[src/rtl/spi_ram_pkg.sv]
// Shared constants for the SPI-framed RAM: FSM state encodings and the 2-bit
// command codes carried at the head of every frame.
package spi_ram_pkg;

  localparam logic [2:0] StIdle  = 3'd0;
  localparam logic [2:0] StCmd   = 3'd1;
  localparam logic [2:0] StRx    = 3'd2;
  localparam logic [2:0] StHold  = 3'd3;
  localparam logic [2:0] StFetch = 3'd4;
  localparam logic [2:0] StTx    = 3'd5;

  localparam logic [1:0] CMD_SET_WADDR = 2'b00;
  localparam logic [1:0] CMD_WRITE     = 2'b01;
  localparam logic [1:0] CMD_SET_RADDR = 2'b10;
  localparam logic [1:0] CMD_READ      = 2'b11;

endpackage

[src/rtl/spi_ram_mem.sv]
// Single-port synchronous RAM with one-cycle read latency; the array is not reset.
module spi_ram_mem #(
  parameter int unsigned DATA_WIDTH = 8,
  parameter int unsigned ADDR_SIZE  = 8
) (
  input  logic                  clk,
  input  logic                  we,
  input  logic [ADDR_SIZE-1:0]  addr,
  input  logic [DATA_WIDTH-1:0] din,
  output logic [DATA_WIDTH-1:0] dout
);

  logic [DATA_WIDTH-1:0] mem_q [2**ADDR_SIZE];
  logic [DATA_WIDTH-1:0] dout_q;

  always_ff @(posedge clk) begin
    if (we) begin
      mem_q[addr] <= din;
    end else begin
      dout_q <= mem_q[addr];
    end
  end

  assign dout = dout_q;

endmodule

[src/rtl/spi_ram_burst.sv]
// SPI-style frame decoder in front of a single-port RAM, with independent
// auto-incrementing write/read pointers and burst transfers within one SS_n frame.
module spi_ram_burst import spi_ram_pkg::*; #(
  parameter int unsigned DATA_WIDTH = 8,
  parameter int unsigned ADDR_SIZE  = 8
) (
  input  logic clk,
  input  logic rst_n,
  input  logic MOSI,
  input  logic SS_n,
  output logic MISO,
  output logic busy
);

  localparam int unsigned    CntW    = $clog2(DATA_WIDTH + 1);
  localparam logic [CntW-1:0] LastBit = CntW'(DATA_WIDTH - 1);

  logic [2:0]            state_q, state_d;
  logic [CntW-1:0]       cnt_q, cnt_d;
  logic [1:0]            cmd_q, cmd_d;
  logic [DATA_WIDTH-1:0] shift_q, shift_d;
  logic [ADDR_SIZE-1:0]  wptr_q, wptr_d;
  logic [ADDR_SIZE-1:0]  rptr_q, rptr_d;

  logic                  mem_we;
  logic [ADDR_SIZE-1:0]  mem_addr;
  logic [DATA_WIDTH-1:0] mem_dout;
  logic [DATA_WIDTH-1:0] rx_word;
  logic [DATA_WIDTH-1:0] tx_word;

  assign rx_word = {shift_q[DATA_WIDTH-2:0], MOSI};
  // The RAM output is only valid in the first TX cycle; it is captured into the
  // shift register on that edge and shifted from there on.
  assign tx_word = (cnt_q == '0) ? mem_dout : shift_q;

  always_comb begin
    state_d = state_q;
    cnt_d   = cnt_q;
    cmd_d   = cmd_q;
    shift_d = shift_q;
    wptr_d  = wptr_q;
    rptr_d  = rptr_q;
    mem_we  = 1'b0;
    if (state_q != StIdle && SS_n) begin
      // Frame released early: drop any partial word.
      state_d = StIdle;
      cnt_d   = '0;
    end else begin
      case (state_q)
        StIdle: begin
          if (!SS_n) begin
            state_d = StCmd;
            cnt_d   = '0;
          end
        end
        StCmd: begin
          cmd_d = {cmd_q[0], MOSI};
          if (cnt_q == CntW'(1)) begin
            cnt_d   = '0;
            state_d = ({cmd_q[0], MOSI} == CMD_READ) ? StFetch : StRx;
          end else begin
            cnt_d = cnt_q + 1'b1;
          end
        end
        StRx: begin
          shift_d = rx_word;
          if (cnt_q == LastBit) begin
            cnt_d   = '0;
            state_d = StHold;
            case (cmd_q)
              CMD_WRITE: begin
                mem_we  = 1'b1;
                wptr_d  = wptr_q + 1'b1;
                state_d = StRx;
              end
              CMD_SET_WADDR: wptr_d = rx_word[ADDR_SIZE-1:0];
              CMD_SET_RADDR: rptr_d = rx_word[ADDR_SIZE-1:0];
              default: ;
            endcase
          end else begin
            cnt_d = cnt_q + 1'b1;
          end
        end
        StHold: ;
        StFetch: begin
          rptr_d  = rptr_q + 1'b1;
          cnt_d   = '0;
          state_d = StTx;
        end
        StTx: begin
          shift_d = {tx_word[DATA_WIDTH-2:0], 1'b0};
          if (cnt_q == LastBit) begin
            cnt_d   = '0;
            state_d = StFetch;
          end else begin
            cnt_d = cnt_q + 1'b1;
          end
        end
        default: state_d = StIdle;
      endcase
    end
  end

  always_ff @(posedge clk or negedge rst_n) begin
    if (!rst_n) begin
      state_q <= StIdle;
      cnt_q   <= '0;
      cmd_q   <= '0;
      shift_q <= '0;
      wptr_q  <= '0;
      rptr_q  <= '0;
    end else begin
      state_q <= state_d;
      cnt_q   <= cnt_d;
      cmd_q   <= cmd_d;
      shift_q <= shift_d;
      wptr_q  <= wptr_d;
      rptr_q  <= rptr_d;
    end
  end

  assign mem_addr = mem_we ? wptr_q : rptr_q;

  spi_ram_mem #(
    .DATA_WIDTH(DATA_WIDTH),
    .ADDR_SIZE (ADDR_SIZE)
  ) u_mem (
    .clk (clk),
    .we  (mem_we),
    .addr(mem_addr),
    .din (rx_word),
    .dout(mem_dout)
  );

  assign MISO = (state_q == StTx) & tx_word[DATA_WIDTH-1];
  assign busy = (state_q != StIdle);

endmodule

[config.mk]
export PLATFORM = sky130hd
export DESIGN_NAME = spi_ram_burst
export DESIGN_NICKNAME = d
export VERILOG_FILES = /design/src/rtl/spi_ram_pkg.sv /design/src/rtl/spi_ram_mem.sv /design/src/rtl/spi_ram_burst.sv
export SDC_FILE = /design/constraint.sdc
export NUM_CORES = 2
export LEC_CHECK = 0
export CELL_PAD_IN_SITES_DETAIL_PLACEMENT = 0
export CELL_PAD_IN_SITES_GLOBAL_PLACEMENT = 2
export CORE_ASPECT_RATIO = 1.75
export CORE_MARGIN = 1.5
export CORE_UTILIZATION = 55
export DETAILED_ROUTE_END_ITERATION = 8
export GPL_TIMING_DRIVEN = 0
export PLACE_DENSITY = 0.92
export RECOVER_POWER = 100
export SYNTH_ARGS = -nofsm -noshare
export SYNTH_HDL_FRONTEND = slang
export SYNTH_HIERARCHICAL = 1
export SYNTH_SLANG_ARGS = --single-unit
[constraint.sdc]
create_clock -name clk -period 7 [get_ports clk]
set_clock_uncertainty 0.1 [all_clocks]
set_input_delay 0.7 -clock clk [delete_from_list [all_inputs] [get_ports clk]]
set_output_delay 0.7 -clock clk [all_outputs]
set_load 0.1 [all_outputs]
Yosys cells after proc, flatten, opt, wreduce, memory -nomap -nowiden
Memories as Yosys holds them, arrays and structs flattened. A register that Yosys moved wholly into a read port is not among the register bits. Cells that the tools add are included.

Register bits: 33. RAM bits: 2048. Bits of input ports: 4. Output and inout bits: 2. Word-level logic and storage cells: 72. Memories: 1.

Add/sub/neg operators: 3. Equality and inequality tests: 17. Mux-type cells: 26. Bitwise gates (word level): 2. Reductions and logical operators: 17.

Memories: u_mem.mem_q (words 256, bits a word 8, read ports 1, clocked after Yosys merged registers in 1, write ports 1, line spi_ram_mem.sv:13) `logic [DATA_WIDTH-1:0] mem_q [2**ADDR_SIZE];`.

Operators by type and width (number): 8-bit one-hot mux with 2 select lines (3); 8-bit 2-to-1 mux (4); 3-bit 2-to-1 mux (6); 3-bit one-hot mux with 6 select lines (1); 8-bit by 1-bit adder with 8-bit output, second input constant (2); 4-bit 2-to-1 mux (4); 4-bit one-hot mux with 4 select lines (1); 3-bit inequality test, second input constant (4); 4-bit AND reduction (2); 1-bit 2-to-1 mux (7); 3-bit by 2-bit equality test with 1-bit output, second input constant (2); 3-bit equality test, second input constant (2); 2-bit AND reduction (3); 2-bit nonzero test (3); 5-bit AND reduction (1); 5-bit nonzero test (1); 4-bit by 1-bit adder with 4-bit output, second input constant (1); 2-bit equality test, second input constant (2); 4-bit by 1-bit equality test with 1-bit output, second input constant (1); 4-bit by 3-bit equality test with 1-bit output, second input constant (1); 4-bit zero test (1); 2-bit inequality test, second input constant (2); 3-bit by 1-bit equality test with 1-bit output, second input constant (1); 3-bit zero test (1); 9 further kinds (9).

Logic depth before layout (Yosys ltp)
Word-level depth: 7. Gate-level depth with buffers: 13. Mapped depth without buffers: 10.

Cells and area by module
The synthesis kept the hierarchy.

Modules (own cells, without submodules): spi_ram_mem (instances 1, cells each 3545, area an instance 78534.1 um^2, sequential area each 61739.2 um^2); spi_ram_burst (instances 1, cells each 237, area an instance 2090.8 um^2, sequential area each 825.8 um^2).

Worst setup path after synthesis
OpenSTA, ideal clock, no wires.

Path type: register to register. Start: register shift_q[6]. End: memory u_mem.mem_q[0][7], data pin. Library setup time: 0.813 ns. Data arrival time: 3.227 ns. Data required time: 6.087 ns. Setup slack: 2.861 ns. Stages on the path, launching flop included: 1. Path buffers: 0. Period minus slack after synthesis: 4.139 ns. Path through: dfrtp_1.

RTL lines: start, declared (line spi_ram_burst.sv:21) `logic [DATA_WIDTH-1:0] shift_q, shift_d;`; start signal, assigned (line spi_ram_burst.sv:116) `shift_q <= shift_d;`; end, declared (line spi_ram_mem.sv:13).

No word-level cell before the write port.

Worst setup path after layout
Start: register cnt_q[0]. End: register u_mem.dout_q[0] (netlist: u_mem/dout[0]), read port of u_mem.mem_q, data pin.

Cells in the longest elaborated chain, start to end: 5. Elaborated cells between the ends (all ways): 6. Classes of those cells: eq/ne (1); mux (4); reduce/logical (1).

Ends and longest elaborated chain: start, declared (line spi_ram_burst.sv:19) `logic [CntW-1:0] cnt_q, cnt_d;`; start signal, assigned (line spi_ram_burst.sv:114) `cnt_q <= cnt_d;`; 4-bit by 3-bit equality test with 1-bit output (line spi_ram_burst.sv:67) `if (cnt_q == LastBit) begin`; 1-bit 2-to-1 mux (line spi_ram_burst.sv:67); 1-bit 2-to-1 mux (line spi_ram_burst.sv:49) `case (state_q)`; 1-bit 2-to-1 mux (line spi_ram_burst.sv:44) `if (state_q != StIdle && SS_n) begin`; 8-bit 2-to-1 mux (line spi_ram_burst.sv:122) `assign mem_addr = mem_we ? wptr_q : rptr_q;`; via mem_addr[1] (line spi_ram_burst.sv:26) `logic [ADDR_SIZE-1:0] mem_addr;`; end, declared (line spi_ram_mem.sv:14) `logic [DATA_WIDTH-1:0] dout_q;`.

The timed path passes the listed nets, and every way through them passes these cells. A chain may end at the register's enable or synchronous reset.

==> run_results.csv <==
group,metric,value,unit
synthesis,syn_area,80600,um2
min_path,hold_class,"reg -> reg",
floorplan,die_h,509,um
run_status,status,"complete, but fails checks",
layout,syn_to_final_growth,10.1,%
clock_tree,numCtsBuffers,169,
layout,mostFrequentLayoutCell,"edfxtp_1",
synthesis,yosysUniqueCellTypes,51,
worst_setup_path,worstSetupStartpointType,"register",
floorplan,initial_core_util,0.555,
global_route,grt_max_degree,139,
synthesis,synth.avg_cell_area,21.3,um2
route,via_per_inst,6.74,
clock_tree,cts_setup_buffers,0,
job,drv_cap,27,
timing,finalCritPeriodShare,1.00,
worst_setup_path,reg2reg_slack,-0.01,ns
power,peakVddDrop,0.000280,V
route,via_count,40494,
layout,design_area,88800,um2
placement,routabilityCongestion,0.982,
worst_setup_path,r2r_start,"cnt_q[0]",
global_route,grt_antenna_before_repair,3,
synthesis,synth_warnings,6,
clock_tree,clock-sinks,2089,
worst_setup_path,cp_data_arrival_time,7.28,ns
timing,worst_hold_slack,0.379,ns
global_route,overflow,0,
synthesis,syn_inst,3782,
floorplan,die_w,292,um
placement,io_buffers,5,
timing,fin_crit,7.01,ns
route,totalWireLength,216000,um
clock_tree,cts_max_level,4,
timing,tightest_slew,5.78,ns
global_route,grt_pass1_wl,302000,um
timing,setup_violations,8,
clock_tree,clkTransAtPathRegs,0.07,ns
layout,multi_input_area,16900,um2
global_route,grt_usage,0.294,
timing,grt_setup_unrepaired,"true",
worst_setup_path,endpoint,"u_mem/dout[0]",
run_status,failed_checks,"DRC, capacitance limit, slew limit, setup timing",
layout,drive_above_1_share,0.214,
placement,hpwlAfterDp,149000,um
route,drt-initial-drc-count,4970,
timing,tns,-0.0285,ns
synthesis,synth_edf_count,2056,
worst_setup_path,worst_setup_path_end_kind,"register",
worst_setup_path,rr_worst_depth,13,
clock_tree,cts_tree,"yes",
synthesis,synth_ff_type,"edfxtp_1",
layout,num-nets-final,4002,
layout,layout_common_cells,"edfxtp_1 (2056), mux4_2 (512), nor2_1 (257), a22oi_1 (257), clkbuf_1 (179)",
route,drt_first_pass_iters,9,
worst_setup_path,path_class,"reg -> reg",
route,drc,2,
timing,slew_headroom,-2.85,
clock_tree,root_buffer,"clkbuf_16",
clock_tree,insertion_delay,0.81,ns
synthesis,seq_area_frac_synth,0.776,
worst_setup_path,rr_endpoint,"u_mem/dout[0]",
timing,hold_viol_final,0,
power,powerDensity,359,nW/um2
power,p_leak,27.2,nW
floorplan,rows,185,
timing,timing.final.ws_setup,-0.0135,ns
synthesis,ys_ff_latch,2089,
global_route,grt_pass1_vias,41026,
min_path,min-delay-start,"rptr_q[7]",
route,ant_nets,0,
synthesis,async_reset_ff_frac,0.0158,
placement,place_area,83900,um2
clock_tree,clk_path_buf_depth,3,
worst_setup_path,path_max_fanout,10,
timing,drv_slew,1908,
floorplan,fp.dieArea,149000,um2
placement,dp_worst_setup_slack,-0.894,ns
layout,fillers,9730,
floorplan,io_pins,6,
worst_setup_path,required,7.27,ns
floorplan,core,145000,um2
layout,regArea,62600,um2
route,detail_route.wl_per_cell,35.9,um
worst_setup_path,startpoint,"cnt_q[0]",
synthesis,syn_nets,3791,
timing,fmax,143,MHz
## final cells by class
class                      count  area share
antenna                        3   0.0000846
buffer                       244      0.0129
inverter                       7    0.000296
sequential                  2089       0.705
timing repair buffer          40     0.00299
clock buffer                 196      0.0502
clock inverter               115      0.0116
tap                         1870      0.0264
multi-input combinational   1442       0.191
## logic make-up after synthesis
| logic type | synth area share |
|---|---|
| compound gates | 0.0403 |
| fa+ha+maj | 0.000776 |
| buf+inv | 0.0141 |
| flops | 0.776 |
| mux | 0.146 |
| simple gates | 0.0232 |
## Yosys cell counts (all sizes together), types with 3 or more instances
master | number | share of area
o21ai | 10 | 0.00062
a22oi | 257 | 0.024
nand2 | 47 | 0.0022
and2 | 3 | 0.00023
or2 | 4 | 0.00031
ha | 5 | 0.00078
nand3b | 4 | 0.00037
nor2 | 257 | 0.012
clkbuf | 151 | 0.0070
nand2b | 8 | 0.00062
nor2b | 9 | 0.00070
nand3 | 33 | 0.0020
edfxtp | 2056 | 0.77
o22ai | 5 | 0.00039
mux2i | 9 | 0.0011
dfrtp | 33 | 0.010
mux4 | 512 | 0.14
a2bb2oi | 4 | 0.00043
a31oi | 3 | 0.00023
and3 | 5 | 0.00039
o41ai | 33 | 0.0036
a21oi | 146 | 0.0091
buf | 93 | 0.0068
o211ai | 7 | 0.00065
nand4 | 14 | 0.0011
nor3 | 31 | 0.0019
inv | 7 | 0.00033
mux2 | 10 | 0.0014
## flip-flops by register name, summed over array words and instances (netlist names)
register and cells:
state_q 3, wptr_q 8, rptr_q 8, cnt_q 4, u_mem/mem_q 2048, cmd_q 2, u_mem/dout 8, shift_q 8
## through the flow
stage | util | power [mW] | instances
2_1_floorplan | - | 19.8 | 3782
3_3_place_gp | 0.571 | 22.8 | 5657
3_5_place_dp | 0.577 | 22.6 | 5689
4_1_cts | 0.615 | 31.9 | 6001
5_1_grt | 0.611 | 32.6 | 6004
6_report | 0.611 | 31.8 | 6006
## worst min path at each step
| stage | end | slack [ns] | cells after the start |
|---|---|---|---|
| finish | rptr_q[7] | 0.38 | 1 |
| global route | rptr_q[7] | 0.41 | 1 |
| CTS | u_mem/mem_q[118][0] | 0.35 | 1 |
| detailed placement | rptr_q[7] | 0.37 | 1 |
| global placement | rptr_q[7] | 0.37 | 1 |
| floorplan | cmd_q[0] | 0.30 | 0 |
## critical path: stages, from the launching register on
cell and delay (ns):
dfrtp_1 0.40, ha_1 0.28, nand3b_1 0.29, nor3_1 0.32
nand2_1 0.32, mux2_2 0.32, clkbuf_1 0.51, clkbuf_2 0.61
buf_1 0.65, mux4_2 0.42, a22oi_1 0.57, a21oi_1 0.27
o41ai_1 0.94, nand4_1 0.56
## what timing repair did
item / CTS / global route
cloned: 0 / 0
setup endpoints to repair: 54 / 3
hold buffers: 1 / 0
endpoints found under the hold margin: 33 / 0
gates resized for setup: 8 / 10
## per-layer routing
layer | global-route usage | part of all wire
met5 | 0 | 0
met1 | 0.311 | 0.30
met4 | 0.251 | 0.11
met3 | 0.0585 | 0.083
met2 | 0.503 | 0.51
## power by group
part,total (mW),leakage [nW],switching (mW),internal (mW)
clock,9.46,2.64,4.36,5.10
combinational,6.38,5.71,4.53,1.85
sequential,16.0,18.9,0.354,15.6
Power figures use the tool's default switching activity.
